--- config.mk ---
export PLATFORM = sky130hd
export DESIGN_NAME = brtgt_sched
export DESIGN_NICKNAME = d
export VERILOG_FILES = /design/src/rtl/brtgt_sched.sv
export SDC_FILE = /design/constraint.sdc
export NUM_CORES = 1
export LEC_CHECK = 0
export ABC_AREA = 1
export CORE_MARGIN = 5
export CORE_UTILIZATION = 50
export CTS_CLUSTER_DIAMETER = 120
export DETAILED_ROUTE_END_ITERATION = 10
export GPL_ROUTABILITY_DRIVEN = 0
export PLACE_DENSITY = 0.8
export SETUP_SLACK_MARGIN = 0.02
export SLEW_MARGIN = 40
export SYNTH_ARGS = -nofsm -noshare
export SYNTH_HDL_FRONTEND = slang
export SYNTH_SLANG_ARGS = --single-unit
--- constraint.sdc ---
create_clock -name clk -period 4.3 [get_ports clk]
set_input_delay 0.43 -clock clk [delete_from_list [all_inputs] [get_ports clk]]
set_output_delay 0.43 -clock clk [all_outputs]
set_load 0.005 [all_outputs]
--- src/rtl/brtgt_sched.sv ---
// brtgt_sched: shared branch/jump target unit for the two decode slots.
// Round-robin grant between the slots, a capture register (stage 1), and an
// output register (stage 2). The target arithmetic sits between the two stages.
// Valid/ready backpressure is supported, and kill flushes all in-flight work.
module brtgt_sched #(
  parameter int ADDR_LEN = 32,
  parameter int INSN_LEN = 32
) (
  input  logic                clk,
  input  logic                reset,
  input  logic                kill,
  input  logic                req1_valid,
  input  logic [INSN_LEN-1:0] req1_inst,
  input  logic [ADDR_LEN-1:0] req1_pc,
  input  logic [ADDR_LEN-1:0] req1_rs1,
  output logic                req1_ready,
  input  logic                req2_valid,
  input  logic [INSN_LEN-1:0] req2_inst,
  input  logic [ADDR_LEN-1:0] req2_pc,
  input  logic [ADDR_LEN-1:0] req2_rs1,
  output logic                req2_ready,
  output logic                out_valid,
  input  logic                out_ready,
  output logic [ADDR_LEN-1:0] out_target,
  output logic                out_src,
  output logic [1:0]          out_kind
);

  localparam logic [6:0] OP_BRANCH = 7'b1100011;
  localparam logic [6:0] OP_JAL    = 7'b1101111;
  localparam logic [6:0] OP_JALR   = 7'b1100111;

  // B-format immediate, sign-extended to address width
  function automatic logic signed [ADDR_LEN-1:0] imm_b(input logic [INSN_LEN-1:0] i);
    logic signed [12:0] imm;
    imm = {i[31], i[7], i[30:25], i[11:8], 1'b0};
    return {{(ADDR_LEN-13){imm[12]}}, imm};
  endfunction

  // J-format immediate, sign-extended to address width
  function automatic logic signed [ADDR_LEN-1:0] imm_j(input logic [INSN_LEN-1:0] i);
    logic signed [20:0] imm;
    imm = {i[31], i[19:12], i[20], i[30:21], 1'b0};
    return {{(ADDR_LEN-21){imm[20]}}, imm};
  endfunction

  // I-format immediate, sign-extended to address width
  function automatic logic signed [ADDR_LEN-1:0] imm_i(input logic [INSN_LEN-1:0] i);
    logic signed [11:0] imm;
    imm = i[31:20];
    return {{(ADDR_LEN-12){imm[11]}}, imm};
  endfunction

  // Target address. All sums wrap modulo 2^ADDR_LEN.
  function automatic logic [ADDR_LEN-1:0] calc_target(input logic [INSN_LEN-1:0] i,
                                                      input logic [ADDR_LEN-1:0] pc,
                                                      input logic [ADDR_LEN-1:0] rs1);
    logic [ADDR_LEN-1:0] sum;
    case (i[6:0])
      OP_BRANCH: sum = pc + imm_b(i);
      OP_JAL:    sum = pc + imm_j(i);
      OP_JALR: begin
        sum = rs1 + imm_i(i);
        sum = {sum[ADDR_LEN-1:1], 1'b0};
      end
      default:   sum = pc + ADDR_LEN'(4);
    endcase
    return sum;
  endfunction

  // Control-transfer kind: 00 none, 01 branch, 10 JAL, 11 JALR
  function automatic logic [1:0] calc_kind(input logic [6:0] op);
    case (op)
      OP_BRANCH: return 2'b01;
      OP_JAL:    return 2'b10;
      OP_JALR:   return 2'b11;
      default:   return 2'b00;
    endcase
  endfunction

  // Stage 1 capture register. The valid bit is vld_p1; the data is not reset.
  logic                vld_p1;
  logic [INSN_LEN-1:0] inst_p1;
  logic [ADDR_LEN-1:0] pc_p1;
  logic [ADDR_LEN-1:0] rs1_p1;
  logic                src_p1;

  // Round-robin pointer. 0 gives slot 1 priority, 1 gives slot 2 priority.
  logic rr_ptr;

  logic grant1, grant2;
  logic s2_free, s1_open, s1_adv, accept;

  // Grant, readiness and pipeline-advance decode
  always_comb begin
    grant1     = req1_valid & (~req2_valid | ~rr_ptr);
    grant2     = req2_valid & (~req1_valid |  rr_ptr);
    s2_free    = ~out_valid | out_ready;
    s1_open    = ~vld_p1 | s2_free;
    s1_adv     = vld_p1 & s2_free;
    req1_ready = grant1 & s1_open & ~kill;
    req2_ready = grant2 & s1_open & ~kill;
    accept     = req1_ready | req2_ready;
  end

  // ---- stage 0 -> stage 1: request capture ----
  // Stage 1 valid and the RR pointer. Kill wins over accept and advance.
  always_ff @(posedge clk or posedge reset) begin
    if (reset) begin
      vld_p1 <= 1'b0;
      rr_ptr <= 1'b0;
    end else if (kill) begin
      vld_p1 <= 1'b0;
    end else if (accept) begin
      vld_p1 <= 1'b1;
      rr_ptr <= req1_ready;
    end else if (s1_adv) begin
      vld_p1 <= 1'b0;
    end
  end

  // Stage 1 data. It is loaded only on an accept, which kill already blocks.
  always_ff @(posedge clk) begin
    if (accept) begin
      inst_p1 <= req1_ready ? req1_inst : req2_inst;
      pc_p1   <= req1_ready ? req1_pc   : req2_pc;
      rs1_p1  <= req1_ready ? req1_rs1  : req2_rs1;
      src_p1  <= req2_ready;
    end
  end

  // ---- stage 1 -> stage 2: target computation into output register ----
  // Output register. out_* hold while stalled and are zeroed at reset.
  always_ff @(posedge clk or posedge reset) begin
    if (reset) begin
      out_valid  <= 1'b0;
      out_target <= '0;
      out_src    <= 1'b0;
      out_kind   <= 2'b00;
    end else if (kill) begin
      out_valid  <= 1'b0;
    end else if (s1_adv) begin
      out_valid  <= 1'b1;
      out_target <= calc_target(inst_p1, pc_p1, rs1_p1);
      out_src    <= src_p1;
      out_kind   <= calc_kind(inst_p1[6:0]);
    end else if (out_ready) begin
      out_valid  <= 1'b0;
    end
  end

endmodule

==> results of run 1 <==
==> final timing paths <==
kind	start	endpoint	slack [ns]
max in group asynchronous	reset	out_target[3]	3.47
min in group clk	pc_p1[0]	out_target[0]	0.47
worst min register to register	pc_p1[0]	out_target[0]	0.47
worst max register to register	inst_p1[4]	out_target[17]	1.18
worst min-delay path	reset	out_target[31]	0.44
worst max-delay path	inst_p1[4]	out_target[17]	1.18
==> layer usage <==
| metal | track usage, % | vias to the layer above |
|---|---|---|
| met3 | 4.517 | 106 |
| met4 | 12.66 | 0 |
| met5 | 0 | - |
| met2 | 44.49 | 571 |
| met1 | 33.70 | 5535 |
| li1 | - | 6291 |
==> kinds of logic (layout without fill, tap and decap cells) <==
group,Yosys count,count (layout),share of synthesized area (%)
adder cells (fa/ha/maj),68,68,7.359
XOR/XNOR,19,19,1.414
multiplexers,5,5,0.4785
flip-flops,135,135,32.84
AO/OA/AOI/OAI,118,118,5.456
buffers and inverters,320,560,10.56
AND/OR/NAND/NOR,1202,1202,41.89
==> power by group through the flow <==
| stage | Sequential (W) | Clock, W | Combinational [W] |
|---|---|---|---|
| 6_report | 0.00174 | 0.00143 | 0.00184 |
| 5_1_grt | 0.00176 | 0.00149 | 0.00207 |
| 3_5_place_dp | 0.00176 | 0 | 0.00180 |
| 2_1_floorplan | 0.00173 | 0 | 0.00113 |
| 4_1_cts | 0.00174 | 0.00144 | 0.00182 |
| 3_3_place_gp | 0.00176 | 0 | 0.00176 |
==> final cells by class <==
type,count,area [µm²]
clock buffer,18,429.2
clock inverter,14,136.4
fill,2087,8330
inverter,284,1066
multi-input combinational,1412,6671
sequential,135,3864
tap,319,399.1
timing repair buffer,244,2436
==> stage by stage <==
stage | cell area [µm²] | worst slack (ns)
final | 15000 | 1.178
after CTS | 15000 | 1.193
after global routing | 15000 | 0.9548
after floorplan | 11770 | 0.5655
after global placement | 14430 | 1.276
after detailed placement | 14430 | 1.218
==> cell usage in the layout, fill, tap and decap left out, types with 7 or more instances in the layout <==
| master | n |
|---|---|
| a21oi_1 | 69 |
| buf_4 | 7 |
| clkbuf_16 | 17 |
| clkdlybuf4s50_1 | 235 |
| dfrtp_1 | 38 |
| edfxtp_1 | 97 |
| ha_1 | 66 |
| inv_1 | 282 |
| nand2_1 | 860 |
| nand3_1 | 125 |
| nand3b_1 | 14 |
| nand4_1 | 12 |
| nor2_1 | 123 |
| nor3_1 | 21 |
| o21ai_0 | 28 |
| or2_2 | 26 |
| xor2_1 | 14 |
==> state kept, by name, summed over array words and instances (netlist names) <==
name,cells
inst_p1,32
out_target,32
pc_p1,32
rs1_p1,32
out_kind,2
out_src,1
out_valid,1
rr_ptr,1
src_p1,1
vld_p1,1
==> worst max-delay path, delay by kind of cell, from the launching register on <==
family / cells / cell delay [ns]
mux: 1 / 0.35
fa+ha+maj: 2 / 0.66
simple gates: 13 / 1.60
flops: 1 / 0.41
==> impl_metrics.json, run 1 <==
{
  "yosysMostFrequentCell": "nand2_1",
  "cts_buffers": 17,
  "dieArea_um2": 26700,
  "power_w": 0.005011,
  "p_clk_share_pct": 28.4,
  "nNetsFinal": 2360,
  "synth_cell_types": 45,
  "relSlewSlack_pct": 49.20,
  "grt_start_max_net_pins": 98,
  "synth-edff-count": 97,
  "stdcell_count": 2426,
  "drv_slew": 0,
  "start_util_pct": 50.42,
  "synth_seq_cells": 135,
  "first_pass_iters": 8,
  "ys_top_cells_by_area": "nand2_1 (27%), edfxtp_1 (25%), inv_1 (9.0%), dfrtp_1 (8.1%), ha_1 (7.0%)",
  "antenna_found_initial": 0,
  "holdCritPathClass": "input port to asynchronous set/reset pin",
  "wl_met3_mm": 3.039,
  "slowest_delay_ns": 0.44,
  "io_buffer_count": 235,
  "rows": 56,
  "first_global_vias": 11760,
  "cts_tree": "done",
  "clkTransAtPathRegs_ns": 0.06,
  "grt_pass1_wl_mm": 56.89,
  "design.core.area_um2": 23330,
  "hold_slack_ns": 0.4389,
  "critPathLaunchType": "register",
  "p_leak_nw": 7.669,
  "via_count": 12500,
  "insertion_delay_ns": 0.43,
  "internal_power_w": 0.003186,
  "syn_area_um2": 11770,
  "synthTopCellsByCount": "nand2_1 (860), inv_1 (283), nand3_1 (125)",
  "cts_root_buffer": "clkbuf_16",
  "setup_viol": 0,
  "critPathSlowestCell": "fa_1",
  "via_per_inst": 5.154,
  "worstMarginPinSlew_ns": 0.7602,
  "required_ns": 4.62,
  "cts-hold-fix-buffers": 0,
  "rsz0062_at_grt": "false",
  "num_antenna_cells": 0,
  "wl_met2_mm": 16.66,
  "powerDensity_nw_per_um2": 334.0,
  "dp_cells": 2394,
  "path_max_fanout": 16,
  "yosysTopAreaCell": "nand2_1",
  "grt_overflow_total": 0,
  "ant_nets": 0,
  "drive_gt1_share_pct": 3.939,
  "comb_power_share_pct": 36.8,
  "ios": 236,
  "die-width_um": 163.4,
  "avgSynthCellArea_um2": 6.302,
  "ff2ff_path_depth": 16,
  "syn_inst": 1867,
  "crit_chain": "nor2_4, nand4_4, mux2_2, ha_1, fa_1, nand3_1, nand3_1, nand2_1, nand2_1, nand2_1, nand2_1, or2_2, nand3_1, nand3_1, nand2_1, nand2_1",
  "fin_crit_sh_pct": 72.60,
  "sequentialPowerShare_pct": 34.7,
  "numClockSinks": 135,
  "period_needed_ns": 3.122,
  "seq_area_frac_synth_pct": 32.84,
  "grt_usage_pct": 26.65,
  "p_switching_w": 0.001825,
  "crit_type": "register to register",
  "remaining_drc_errors": 0,
  "hpwl_mm": 28.40,
  "arrival_ns": 3.44,
  "cts_max_path_buffers": 2,
  "status": "finished, final reports clean",
  "fin_util_pct": 64.30,
  "skew_ns": 0.009574,
  "yosys_warnings": 0,
  "fmax_ghz": 0.3203,
  "ys.flop_type": "edfxtp_1",
  "swShare_pct": 36.42,
  "drtIter0Drc": 1240,
  "tns_ns": 0,
  "wl_per_cell_um": 14.66,
  "postCtsSetupBuffers": 0,
  "htree_levels": 4,
  "wl_met1_mm": 14.13,
  "cts_resized": 0,
  "synthToLayoutAreaGrowth_pct": 27.51,
  "cp-end-kind": "register",
  "postRouteWirelength_mm": 35.56,
  "hold_viol_final": 0,
  "worst_path_most_repeated_cell": "nand2_1",
  "highest-signal-layer": "met4",
  "fp.dieH_um": 163.4,
  "syn-num-nets": 2133,
  "async_flop_share_pct": 28.15,
  "yosysTopAreaCellShare_pct": 27.44,
  "drv_cap": 0,
  "peakVddDrop_mv": 0.2125
}
Note: power is estimated with default switching activity, not from simulation.
==> inputs of run 2 (changes only) <==
==> constraint.sdc (replaced) <==
create_clock -name clk -period 3.3 [get_ports clk]
set_input_delay 0.33 -clock clk [delete_from_list [all_inputs] [get_ports clk]]
set_output_delay 0.33 -clock clk [all_outputs]
set_load 0.005 [all_outputs]
==> impl_metrics.json, run 2 (same netlist as run 1, synthesis figures left out) <==
{
  "drv_slew": 0,
  "cts_resized": 0,
  "rr_endpoint": "out_target[17]",
  "htree_levels": 4,
  "die-width_um": 163.4,
  "wl_per_cell_um": 14.66,
  "design.core.area_um2": 23330,
  "hold_viol_final": 0,
  "grt_pass1_wl_mm": 56.85,
  "ios": 236,
  "critPathLaunchType": "register",
  "cts_root_buffer": "clkbuf_16",
  "first_pass_iters": 6,
  "powerDensity_nw_per_um2": 441.8,
  "grt_overflow_total": 0,
  "fin_crit_sh_pct": 90.01,
  "drv_cap": 0,
  "start_util_pct": 50.42,
  "cts_max_path_buffers": 2,
  "path_max_fanout": 7,
  "first_global_vias": 11640,
  "via_per_inst": 5.167,
  "num_antenna_cells": 0,
  "drive_gt1_share_pct": 4.305,
  "io_buffer_count": 235,
  "setup_viol": 0,
  "ant_nets": 0,
  "rrSetupSlack_ns": 0.33,
  "synthToLayoutAreaGrowth_pct": 28.53,
  "final_cell_mix": "nand2_1 (860), inv_1 (282), clkdlybuf4s50_1 (235)",
  "dp_cells": 2396,
  "ff2ff_path_depth": 17,
  "cts-hold-fix-buffers": 0,
  "skew_ns": 0.01654,
  "rows": 56,
  "grt_start_max_net_pins": 98,
  "fp.dieH_um": 163.4,
  "postRouteWirelength_mm": 35.66,
  "hold_slack_ns": 0.2393,
  "cts_tree": "done",
  "status": "finished, final reports clean",
  "via_count": 12570,
  "dieArea_um2": 26700,
  "stdcell_count": 2433,
  "peakVddDrop_mv": 0.2900,
  "holdCritPathClass": "input port to asynchronous set/reset pin",
  "hpwl_mm": 28.44,
  "power_w": 0.006681,
  "worstMarginPinSlew_ns": 0.7994,
  "crit_type": "register to register",
  "cts_buffers": 17,
  "final_common_cell": "nand2_1",
  "timing.rr.start": "inst_p1[1]",
  "clkTransAtPathRegs_ns": 0.08,
  "numClockSinks": 135,
  "period_needed_ns": 2.970,
  "arrival_ns": 3.31,
  "grt_usage_pct": 26.64,
  "fmax_ghz": 0.3367,
  "insertion_delay_ns": 0.45,
  "p_leak_nw": 7.737,
  "required_ns": 3.64,
  "rsz0062_at_grt": "false",
  "tns_ns": 0,
  "antenna_found_initial": 0,
  "remaining_drc_errors": 0,
  "relSlewSlack_pct": 46.58,
  "cp-end-kind": "register",
  "fillers": 2080,
  "drtIter0Drc": 1245,
  "nNetsFinal": 2367
}
[run 2: cell types whose count changed in the layout (fill, tap and decap cells not counted), sizes merged]
cell | before | now
clkbuf | 18 | 17
clkinv | 5 | 4
inv | 290 | 294
clkinvlp | 2 | 0
buf | 9 | 16
[run 2: what timing repair did]
| action | 4_1_cts | 5_1_grt |
|---|---|---|
| buffers inserted | 0 | 5 |
| endpoints found under the hold margin | 0 | 0 |
| endpoints found under the setup margin | 0 | 1 |
[run 2: worst max-delay path: stages (launching register included)]
cell,delay [ns]
edfxtp_1,0.36
nand2_1,0.09
inv_1,0.08
nand4_4,0.17
mux2_2,0.36
ha_1,0.22
fa_1,0.46
nand3_1,0.12
nand3_1,0.17
nand2_1,0.10
nand2_1,0.08
nand2_1,0.07
nand2_1,0.08
or2_2,0.28
nand3_1,0.07
nand3_1,0.07
nand2_1,0.06
nand2_1,0.05
[run 2: worst max path at each step]
| stage | startpoint | end | depth (start not counted) |
|---|---|---|---|
| floorplan | rr_ptr | inst_p1[0] | 5 |
| global placement | inst_p1[4] | out_target[17] | 16 |
| detailed placement | inst_p1[4] | out_target[17] | 16 |
| CTS | inst_p1[4] | out_target[17] | 16 |
| global route | inst_p1[4] | out_target[17] | 16 |
| finish | inst_p1[1] | out_target[17] | 17 |
[run 2: cell type report]
type	instances	area [µm²]	share of cell area, %
multi-input cells	1412	6671	44.12
flip-flops and latches	135	3864	25.55
repair buffers	251	2514	16.62
inverters	284	1066	7.049
clock buffers	17	425.4	2.813
well taps	319	399.1	2.639
clock inverters	15	182.7	1.208
[run 2: routing by layer]
metal / up-vias / global-route usage, % / wire length, µm
li1: 6313 / - / -
met1: 5492 / 34.00 / 14090
met2: 641 / 43.42 / 16400
met3: 125 / 5.249 / 3350
met4: 0 / 12.96 / 1811
met5: - / 0 / 0
[run 2: report_power, final]
part           internal (W)  total (W)  switching, W
Combinational       0.00101    0.00241       0.00140
Clock               0.00109    0.00200      0.000908
Sequential          0.00209    0.00227      0.000181
Total               0.00420    0.00668       0.00248
[run 2: per-stage QoR]
step | util [%] | cell area (µm²) | setup slack (ns)
final | 64.81 | 15120 | 0.3297
after global routing | 64.81 | 15120 | 0.1131
after CTS | 64.58 | 15070 | 0.2478
after detailed placement | 61.97 | 14460 | 0.2525
after global placement | 61.97 | 14460 | 0.2982
after floorplan | - | 11770 | 0.5834
